## config.mk

```make
export PLATFORM = sky130hd
export DESIGN_NAME = execute_stage
export DESIGN_NICKNAME = d
export VERILOG_FILES = /design/src/rtl/y86_pkg.sv /design/src/rtl/execute_stage_alu64.sv /design/src/rtl/execute_stage.sv
export SDC_FILE = /design/constraint.sdc
export NUM_CORES = 1
export LEC_CHECK = 0
export CORE_ASPECT_RATIO = 1.75
export CORE_MARGIN = 1.5
export CORE_UTILIZATION = 50
export CTS_BUF_LIST = sky130_fd_sc_hd__clkbuf_2 sky130_fd_sc_hd__clkbuf_4 sky130_fd_sc_hd__clkbuf_8
export CTS_CLUSTER_DIAMETER = 30
export DETAILED_ROUTE_END_ITERATION = 7
export GPL_TIMING_DRIVEN = 0
export PLACE_DENSITY = 0.86
export SLEW_MARGIN = 0
export SYNTH_ARGS = -nofsm -noshare
export SYNTH_HDL_FRONTEND = slang
export SYNTH_HIERARCHICAL = 1
export SYNTH_SLANG_ARGS = --single-unit
```

## constraint.sdc

```tcl
create_clock -name clk -period 5.6 [get_ports clk]
set_clock_uncertainty 0.15 [all_clocks]
set_input_delay 0.56 -clock clk [delete_from_list [all_inputs] [get_ports clk]]
set_output_delay 0.56 -clock clk [all_outputs]
set_load 0.03 [all_outputs]
```

## src/rtl/y86_pkg.sv

```systemverilog
// Shared Y86-64 encodings: instruction codes, ALU functions, condition
// selectors and status codes used across the pipeline stages.
package y86_pkg;

  // Instruction codes
  localparam logic [3:0] I_HALT   = 4'h0;
  localparam logic [3:0] I_NOP    = 4'h1;
  localparam logic [3:0] I_RRMOVQ = 4'h2;
  localparam logic [3:0] I_IRMOVQ = 4'h3;
  localparam logic [3:0] I_RMMOVQ = 4'h4;
  localparam logic [3:0] I_MRMOVQ = 4'h5;
  localparam logic [3:0] I_OPQ    = 4'h6;
  localparam logic [3:0] I_JXX    = 4'h7;
  localparam logic [3:0] I_CALL   = 4'h8;
  localparam logic [3:0] I_RET    = 4'h9;
  localparam logic [3:0] I_PUSHQ  = 4'hA;
  localparam logic [3:0] I_POPQ   = 4'hB;

  // ALU functions (the ifun field of OPq)
  localparam logic [3:0] ALU_ADD = 4'h0;
  localparam logic [3:0] ALU_SUB = 4'h1;
  localparam logic [3:0] ALU_AND = 4'h2;
  localparam logic [3:0] ALU_XOR = 4'h3;

  // Condition selectors (the ifun field of jXX / cmovXX)
  localparam logic [3:0] C_YES = 4'h0;
  localparam logic [3:0] C_LE  = 4'h1;
  localparam logic [3:0] C_L   = 4'h2;
  localparam logic [3:0] C_E   = 4'h3;
  localparam logic [3:0] C_NE  = 4'h4;
  localparam logic [3:0] C_GE  = 4'h5;
  localparam logic [3:0] C_G   = 4'h6;

  // Status codes
  localparam logic [3:0] S_AOK = 4'h1;
  localparam logic [3:0] S_HLT = 4'h2;
  localparam logic [3:0] S_ADR = 4'h3;
  localparam logic [3:0] S_INS = 4'h4;

  // "No register" marker for destination fields
  localparam logic [3:0] RNONE = 4'hF;

  // True when a status denotes an exception (halt, bad address, bad instruction)
  function automatic logic is_exception(input logic [3:0] stat);
    is_exception = (stat == S_HLT) || (stat == S_ADR) || (stat == S_INS);
  endfunction

endpackage

```

## src/rtl/execute_stage_alu64.sv

```systemverilog
// Combinational Y86-64 ALU: computes B op A and the ZF/SF/OF flags of the
// result. Unknown function codes give a zero result with OF clear.
module alu64
  import y86_pkg::*;
#(
  parameter int DATA_W = 64
) (
  input  logic [DATA_W-1:0] alu_a,
  input  logic [DATA_W-1:0] alu_b,
  input  logic [3:0]        alufun,
  output logic [DATA_W-1:0] res,
  output logic              zf,
  output logic              sf,
  output logic              of
);

  logic [DATA_W-1:0] res_s;
  logic              of_s;

  // Result and signed overflow for the selected function
  always_comb begin
    res_s = {DATA_W{1'b0}};
    of_s  = 1'b0;
    case (alufun)
      ALU_ADD: begin
        res_s = alu_b + alu_a;
        of_s  = (alu_a[DATA_W-1] == alu_b[DATA_W-1]) &&
                (res_s[DATA_W-1] != alu_a[DATA_W-1]);
      end
      ALU_SUB: begin
        res_s = alu_b - alu_a;
        of_s  = (alu_b[DATA_W-1] != alu_a[DATA_W-1]) &&
                (res_s[DATA_W-1] != alu_b[DATA_W-1]);
      end
      ALU_AND: begin
        res_s = alu_b & alu_a;
        of_s  = 1'b0;
      end
      ALU_XOR: begin
        res_s = alu_b ^ alu_a;
        of_s  = 1'b0;
      end
      default: begin
        res_s = {DATA_W{1'b0}};
        of_s  = 1'b0;
      end
    endcase
  end

  assign res = res_s;
  assign zf  = (res_s == {DATA_W{1'b0}});
  assign sf  = res_s[DATA_W-1];
  assign of  = of_s;

endmodule

```

## src/rtl/execute_stage.sv

```systemverilog
// Y86-64 execute stage: operand selection, ALU, architectural condition
// codes and branch/cmov condition evaluation. CC is the only state.
module execute_stage
  import y86_pkg::*;
#(
  parameter int         DATA_W = 64,
  parameter logic [2:0] CC_RST = 3'b100
) (
  input  logic              clk,
  input  logic              rst,
  input  logic [3:0]        E_stat,
  input  logic [3:0]        E_icode,
  input  logic [3:0]        E_ifun,
  input  logic [DATA_W-1:0] E_ValC,
  input  logic [DATA_W-1:0] E_ValA,
  input  logic [DATA_W-1:0] E_ValB,
  input  logic [3:0]        E_dstE,
  input  logic [3:0]        E_dstM,
  input  logic [3:0]        m_stat,
  input  logic [3:0]        W_stat,
  output logic [DATA_W-1:0] e_ValE,
  output logic [DATA_W-1:0] e_ValA,
  output logic              e_Cnd,
  output logic [3:0]        e_dstE,
  output logic [3:0]        e_dstM,
  output logic [3:0]        e_stat,
  output logic [3:0]        e_icode,
  output logic [2:0]        CC
);

  // Stack pointer adjustment constants
  localparam logic [DATA_W-1:0] NEG8 = {{(DATA_W-4){1'b1}}, 4'b1000};
  localparam logic [DATA_W-1:0] POS8 = {{(DATA_W-4){1'b0}}, 4'b1000};

  logic [DATA_W-1:0] alu_a_s;
  logic [DATA_W-1:0] alu_b_s;
  logic [3:0]        alufun_s;
  logic [DATA_W-1:0] alu_res_s;
  logic              zf_s;
  logic              sf_s;
  logic              of_s;
  logic              set_cc_s;
  logic              cnd_s;
  logic [2:0]        cc_r;

  // ALU operand A: register value, constant, or +/-8 for stack operations
  always_comb begin
    alu_a_s = {DATA_W{1'b0}};
    case (E_icode)
      I_RRMOVQ, I_OPQ:             alu_a_s = E_ValA;
      I_IRMOVQ, I_RMMOVQ, I_MRMOVQ: alu_a_s = E_ValC;
      I_CALL, I_PUSHQ:             alu_a_s = NEG8;
      I_RET, I_POPQ:               alu_a_s = POS8;
      default:                     alu_a_s = {DATA_W{1'b0}};
    endcase
  end

  // ALU operand B: base register for memory/stack/OPq, zero otherwise
  always_comb begin
    alu_b_s = {DATA_W{1'b0}};
    case (E_icode)
      I_RMMOVQ, I_MRMOVQ, I_OPQ, I_CALL, I_RET, I_PUSHQ, I_POPQ: alu_b_s = E_ValB;
      default:                                                   alu_b_s = {DATA_W{1'b0}};
    endcase
  end

  assign alufun_s = (E_icode == I_OPQ) ? E_ifun : ALU_ADD;

  alu64 #(
    .DATA_W (DATA_W)
  ) u_alu (
    .alu_a  (alu_a_s),
    .alu_b  (alu_b_s),
    .alufun (alufun_s),
    .res    (alu_res_s),
    .zf     (zf_s),
    .sf     (sf_s),
    .of     (of_s)
  );

  // Only OPq writes flags, and never while a younger-stage exception is pending
  assign set_cc_s = (E_icode == I_OPQ) && !is_exception(m_stat) && !is_exception(W_stat);

  // Condition code register; reset wins over an update in the same cycle
  always_ff @(posedge clk) begin
    if (rst) begin
      cc_r <= CC_RST;
    end else if (set_cc_s) begin
      cc_r <= {zf_s, sf_s, of_s};
    end else begin
      cc_r <= cc_r;
    end
  end

  // Condition evaluation against the current flags {ZF,SF,OF}
  always_comb begin
    cnd_s = 1'b0;
    case (E_ifun)
      C_YES:   cnd_s = 1'b1;
      C_LE:    cnd_s = (cc_r[1] ^ cc_r[0]) | cc_r[2];
      C_L:     cnd_s = cc_r[1] ^ cc_r[0];
      C_E:     cnd_s = cc_r[2];
      C_NE:    cnd_s = ~cc_r[2];
      C_GE:    cnd_s = ~(cc_r[1] ^ cc_r[0]);
      C_G:     cnd_s = ~(cc_r[1] ^ cc_r[0]) & ~cc_r[2];
      default: cnd_s = 1'b0;
    endcase
  end

  assign e_ValE  = alu_res_s;
  assign e_ValA  = E_ValA;
  assign e_Cnd   = cnd_s;
  // A failed conditional move must not write its destination
  assign e_dstE  = ((E_icode == I_RRMOVQ) && !cnd_s) ? RNONE : E_dstE;
  assign e_dstM  = E_dstM;
  assign e_stat  = E_stat;
  assign e_icode = E_icode;
  assign CC      = cc_r;

endmodule

```

==> reports/qor.txt, run 1 <==
row count: 78
first-pass GRT wire length: 126 mm
Compound-Gate Fraction of Synth Area: 40.4%
gpl congestion: 1.20
port buffer count: 361
synth unique cells: 120
die height: 217 um
Syn Nets: 2321
cell count after synthesis: 1969
total congestion overflow: 14
stage reached: 5_1_grt
mapped cell area: 0.0130 mm2
cts bufs inserted: 3
Post-CTS Hold Buffers: 0
largest family of logic cells by synthesized area: compound AO/OA/AOI/OAI gates
xor-xnor portion of the synthesized cell area: 2.08%
IO Count: 370
Simple-Gate Fraction of Synth Area: 28.6%
synthesized flop and latch total: 3
CTS sink cnt: 3
top_reg_cell synth: dfxtp_1
HPWL after DPL: 59.8 mm
sequential element share of the synthesized area: 0.461%
yosys warns: 6
Initial Util: 50.6%
Max Buffers Root-to-Sink: 2
largest net degree at the start of global routing: 11
clock root cell: clkbuf_8
status: aborted with a tool error
run-stopping error: [ERROR GRT-0116] Global routing finished with congestion. Check the congestion regions in the DRC Viewer.
number of global-route vias before repair: 21300
Global Route Usage Sum: 60.0%
Placement Setup Slack: -2.84 ns
Die Width: 125 um
Synth async-reset ratio: 0%
Post-synth EDFFs: 0
adder-cell share of the synthesized area: 12.6%
synthesized area per cell: 6.62 um2
mux share of post-synthesis cell area: 2.43%
H-tree depth: 1
## what timing repair did
item | CTS
cloned | 3
resized for setup | 443
setup buffers | 82
endpoints found under the setup margin | 63
pin swaps | 73
## metrics by stage
| stage | instances | hold slack [ns] | area, um2 | util (%) |
|---|---|---|---|---|
| after floorplan | 1969 | 0.466 | 13000 | - |
| after global placement | 2650 | 0.349 | 17100 | 66.2 |
| after detailed placement | 2650 | 0.378 | 17100 | 66.2 |
| after CTS | 2735 | 0.381 | 19200 | 74.4 |
## cell families after synthesis
family | count (synthesis)
fa+ha+maj | 130
mux | 29
xor+xnor | 31
compound gates | 716
simple gates | 718
buf+inv | 342
flops | 3
## synthesized netlist by cell type, drive strengths merged (17+ instances only)
cell type / count / share of area (%)
nor4: 42 / 2.3
clkbuf: 67 / 1.9
inv: 138 / 4.0
and2: 21 / 1.0
nand4: 41 / 2.0
o21a: 18 / 1.0
o221ai: 17 / 1.1
ha: 128 / 12
a221o: 64 / 4.9
o31ai: 35 / 2.3
nor3: 51 / 2.1
a21o: 28 / 1.6
a211oi: 24 / 1.5
o21bai: 21 / 1.2
and3: 20 / 0.96
a31oi: 27 / 1.5
buf: 136 / 7.5
nand2: 164 / 4.7
o211ai: 23 / 1.4
or3: 17 / 0.85
a21oi: 174 / 6.9
nand2b: 26 / 1.2
mux2i: 20 / 1.5
o21ai: 120 / 4.7
nor2b: 86 / 4.3
xnor2: 26 / 1.7
nand3: 33 / 1.3
nor2: 171 / 5.0
## layer usage
metal	GRT overflow	GRT usage, %
met1	0	57.0
met2	11	90.1
met3	0	27.5
met4	3	66.7
met5	0	2.21
==> run 2: changes to the inputs <==
==> config.mk (replaced) <==
export PLATFORM = sky130hd
export DESIGN_NAME = execute_stage
export DESIGN_NICKNAME = d
export VERILOG_FILES = /design/src/rtl/y86_pkg.sv /design/src/rtl/execute_stage_alu64.sv /design/src/rtl/execute_stage.sv
export SDC_FILE = /design/constraint.sdc
export NUM_CORES = 1
export LEC_CHECK = 0
export CORE_MARGIN = 1.5
export CORE_UTILIZATION = 35
export DETAILED_ROUTE_END_ITERATION = 7
export GPL_TIMING_DRIVEN = 0
export PLACE_DENSITY_LB_ADDON = 0.15
export SLEW_MARGIN = 0
export SYNTH_ARGS = -nofsm -noshare
export SYNTH_HDL_FRONTEND = slang
export SYNTH_HIERARCHICAL = 1
export SYNTH_SLANG_ARGS = --single-unit
==> run 2 against run 1 <==
- the flow now finishes, with violations (setup timing)
- area after synthesis is the same
- synthesized cell count stayed put
==> reports/qor.txt, run 2 <==
Syn Nets: 2321 (unchanged)
FMAX: 168 MHz
synth unique cells: 120 (unchanged)
Hold EP: CC[0]
failing checks: setup timing
RR Startpoint: CC[1]
largest net degree at the start of global routing: 11
share of layout cells above drive strength 1: 25.5%
clk_lat worst skew: 0.23 ns
Layout area overhead: 55.1%
slew at the pin with the worst max-slew slack: 1.17 ns
Placement Setup Slack: -2.75 ns (was -2.84 ns)
Worst Path Required: 5.61 ns
Max Buffers Root-to-Sink: 2 (unchanged)
worst flop-to-flop path endpoint: CC[1]
final worst-path cycle share: 106%
most frequent cells in the layout: 314 x clkdlybuf4s50_1, 184 x buf_4, 156 x nand2_1
PnR worst setup slack: -0.360 ns
Die Width: 196 um (was 125 um)
die height: 196 um (was 217 um)
cell count after synthesis: 1969 (unchanged)
post-layout power: 0.00318 W
antenna-violating nets left: 0
commonest non-fill, non-tap cell in the layout: clkdlybuf4s50_1
Worst Path Max Fanout: 5
sequential element share of the synthesized area: 0.461% (unchanged)
clock root cell: clkbuf_16 (was clkbuf_8)
synthesized area per cell: 6.62 um2 (unchanged)
busiest layer in global routing: met2
top cell type's share of synthesized area: 12.3% (unchanged)
CTS clk-pin slew, worst paths: 0.03 ns
# nets final: 2796
critical path arrival: 5.97 ns
Pint: 0.00133 W
gpl congestion: 1.05 (was 1.20)
commonest cells in the netlist: 170 x nor2_1, 169 x a21oi_1, 164 x nand2_1 (unchanged)
via/cell ratio: 6.35
First-pass DRT Iterations: 8
row count: 70 (was 78)
area leader, netlist: ha_1 (unchanged)
Hold WC Path Type: flop to flop
status: finished, violations left (was aborted with a tool error)
Global Route Usage Sum: 38.7%
max reg flops: 3
relative slew slack: 21.6%
WL/cell: 26.8 um
DR vias: 18500
# DRC: 0
Hold Slack: 0.379 ns
Startpoint Class: primary input
synthesized flop and latch total: 3 (unchanged)
yosys warns: 6 (unchanged)
Final min period: 5.96 ns
cts bufs inserted: 3 (unchanged)
top_reg_cell synth: dfxtp_1 (unchanged)
DRT Wirelength: 78.1 mm
M2 GR Usage: 62.2%
total congestion overflow: 0
Comb power frac: 95.6%
RSZ-0062 raised after global routing: yes
Placeable Area: 0.0366 mm2
power density cells: 157 mW/mm2
die area: 0.0384 mm2
Post-CTS Hold Buffers: 0 (unchanged)
H-tree depth: 1 (unchanged)
CP endpoint kind: flop
kind of critical path: primary input to flop
Final Hold Viols: 0
most common cell in the netlist: nor2_1 (unchanged)
placed insts: 2799 (was 2650)
CTS tree: built
Initial Util: 35.6% (was 50.6%)
port buffer count: 361 (unchanged)
Seq pwr share: 0.7%
worst-case reg-to-reg path depth: 2
first-pass GRT wire length: 113 mm
max cap viols: 0
Synth async-reset ratio: 0% (unchanged)
clock network fraction of total power: 3.7%
setup_tns: -0.798 ns
CTS sink cnt: 3 (unchanged)
Post-synth EDFFs: 0 (unchanged)
Leak: 8.24 nW
number of global-route vias before repair: 17600
DRT iter0 DRCs: 1814
top cells by area, synth: ha_1 12%, a21oi_1 6.5%, a221o_1 4.9%, nor2_1 4.9%, buf_4 4.8% (unchanged)
R2R setup slack: 4.78 ns
met1 GRT Util: 50.0%
IO Count: 370 (unchanged)
max-slew violation count: 0
hold path cells: 2
Net Sw Power: 0.00185 W
Finish-stage setup viols: 8
Sw Ratio: 58.3%
met3 Usage GRT: 5.76%
Final Non-Filler Cells: 2912
VDD IR max: 0.0846 mV
HP Start: CC[0]
HPWL after DPL: 61.1 mm (was 59.8 mm)
initial antenna violation count: 4
mapped cell area: 0.0130 mm2 (unchanged)
-- run 2: cell counts after synthesis --
No cell type changed its count.
-- run 2: critical path, cell delays in order --
cell       delay, ns
buf_12          0.11
clkinv_8        0.04
mux2_4          0.32
nor2_8          0.18
buf_12          0.17
buf_12          0.13
a221o_1         0.30
inv_2           0.09
ha_4            0.28
buf_6           0.12
o211a_1         0.15
o31a_4          0.16
o2111ai_4       0.18
o21ai_4         0.29
a31oi_4         0.13
o31a_4          0.37
o31ai_4         0.42
mux2i_1         0.27
o221ai_2        0.19
or4bb_1         0.62
nor4_4          0.28
o2111ai_1       0.25
nor2_4          0.16
nor2_1          0.05
mux2i_1         0.12
-- run 2: power groups by stage --
stage                     Sequential, W  Combinational, W  Clock, W
after detailed placement      0.0000227           0.00251         0
after CTS                     0.0000224           0.00281  0.000117
after global routing          0.0000225           0.00319  0.000119
after floorplan               0.0000235           0.00156         0
final                         0.0000224           0.00304  0.000117
after global placement        0.0000227           0.00250         0
-- run 2: area by class of cell --
cell class | count | area (um2)
Fill cell | 3604 | 16400
Multi-Input combinational cell | 1624 | 12800
Timing Repair Buffer | 478 | 4630
Buffer | 195 | 1490
Tap cell | 468 | 586
Inverter | 139 | 546
Clock buffer | 4 | 78.8
Sequential cell | 3 | 60.1
Antenna cell | 1 | 2.50
-- run 2: per-stage QoR --
step | utilization, % | instance area [um2]
6_report | 55.2 | 20200
5_1_grt | 55.2 | 20200
4_1_cts | 53.0 | 19400
3_5_place_dp | 47.1 | 17300
3_3_place_gp | 47.1 | 17200
2_1_floorplan | - | 13000
-- run 2: how the worst max path moves through the flow --
stage,end,cells past startpoint,startpoint
final,CC[2],25,E_icode[2]
after global routing,CC[2],25,E_icode[2]
after CTS,e_ValE[63],25,E_icode[2]
after detailed placement,e_ValE[48],18,E_icode[1]
after global placement,e_ValE[48],18,E_icode[1]
after floorplan,CC[2],23,E_icode[2]
-- run 2: logic make-up (layout without fill, tap and decap cells) --
logic type	after synthesis	in the layout	synth area share (%)
buf+inv	342	816	13.4
flops	3	3	0.461
other cells	0	1	0
simple gates	718	718	28.6
fa+ha+maj	130	130	12.6
compound gates	716	716	40.4
mux	29	29	2.43
xor+xnor	31	31	2.08
-- run 2: repair_timing --
action	CTS	global route
buffers inserted	83	34
resized for setup	446	201
pin swaps	94	50
setup endpoints to repair	64	47
gates cloned	3	1
-- run 2: metal layers --
metal / wire length (um) / up-vias
met2: 34200 / 1114
met1: 31600 / 8845
met3: 7260 / 273
li1: - / 8254
met5: 29 / -
met4: 5060 / 4
No activity file was read; power rests on OpenSTA's default activity.
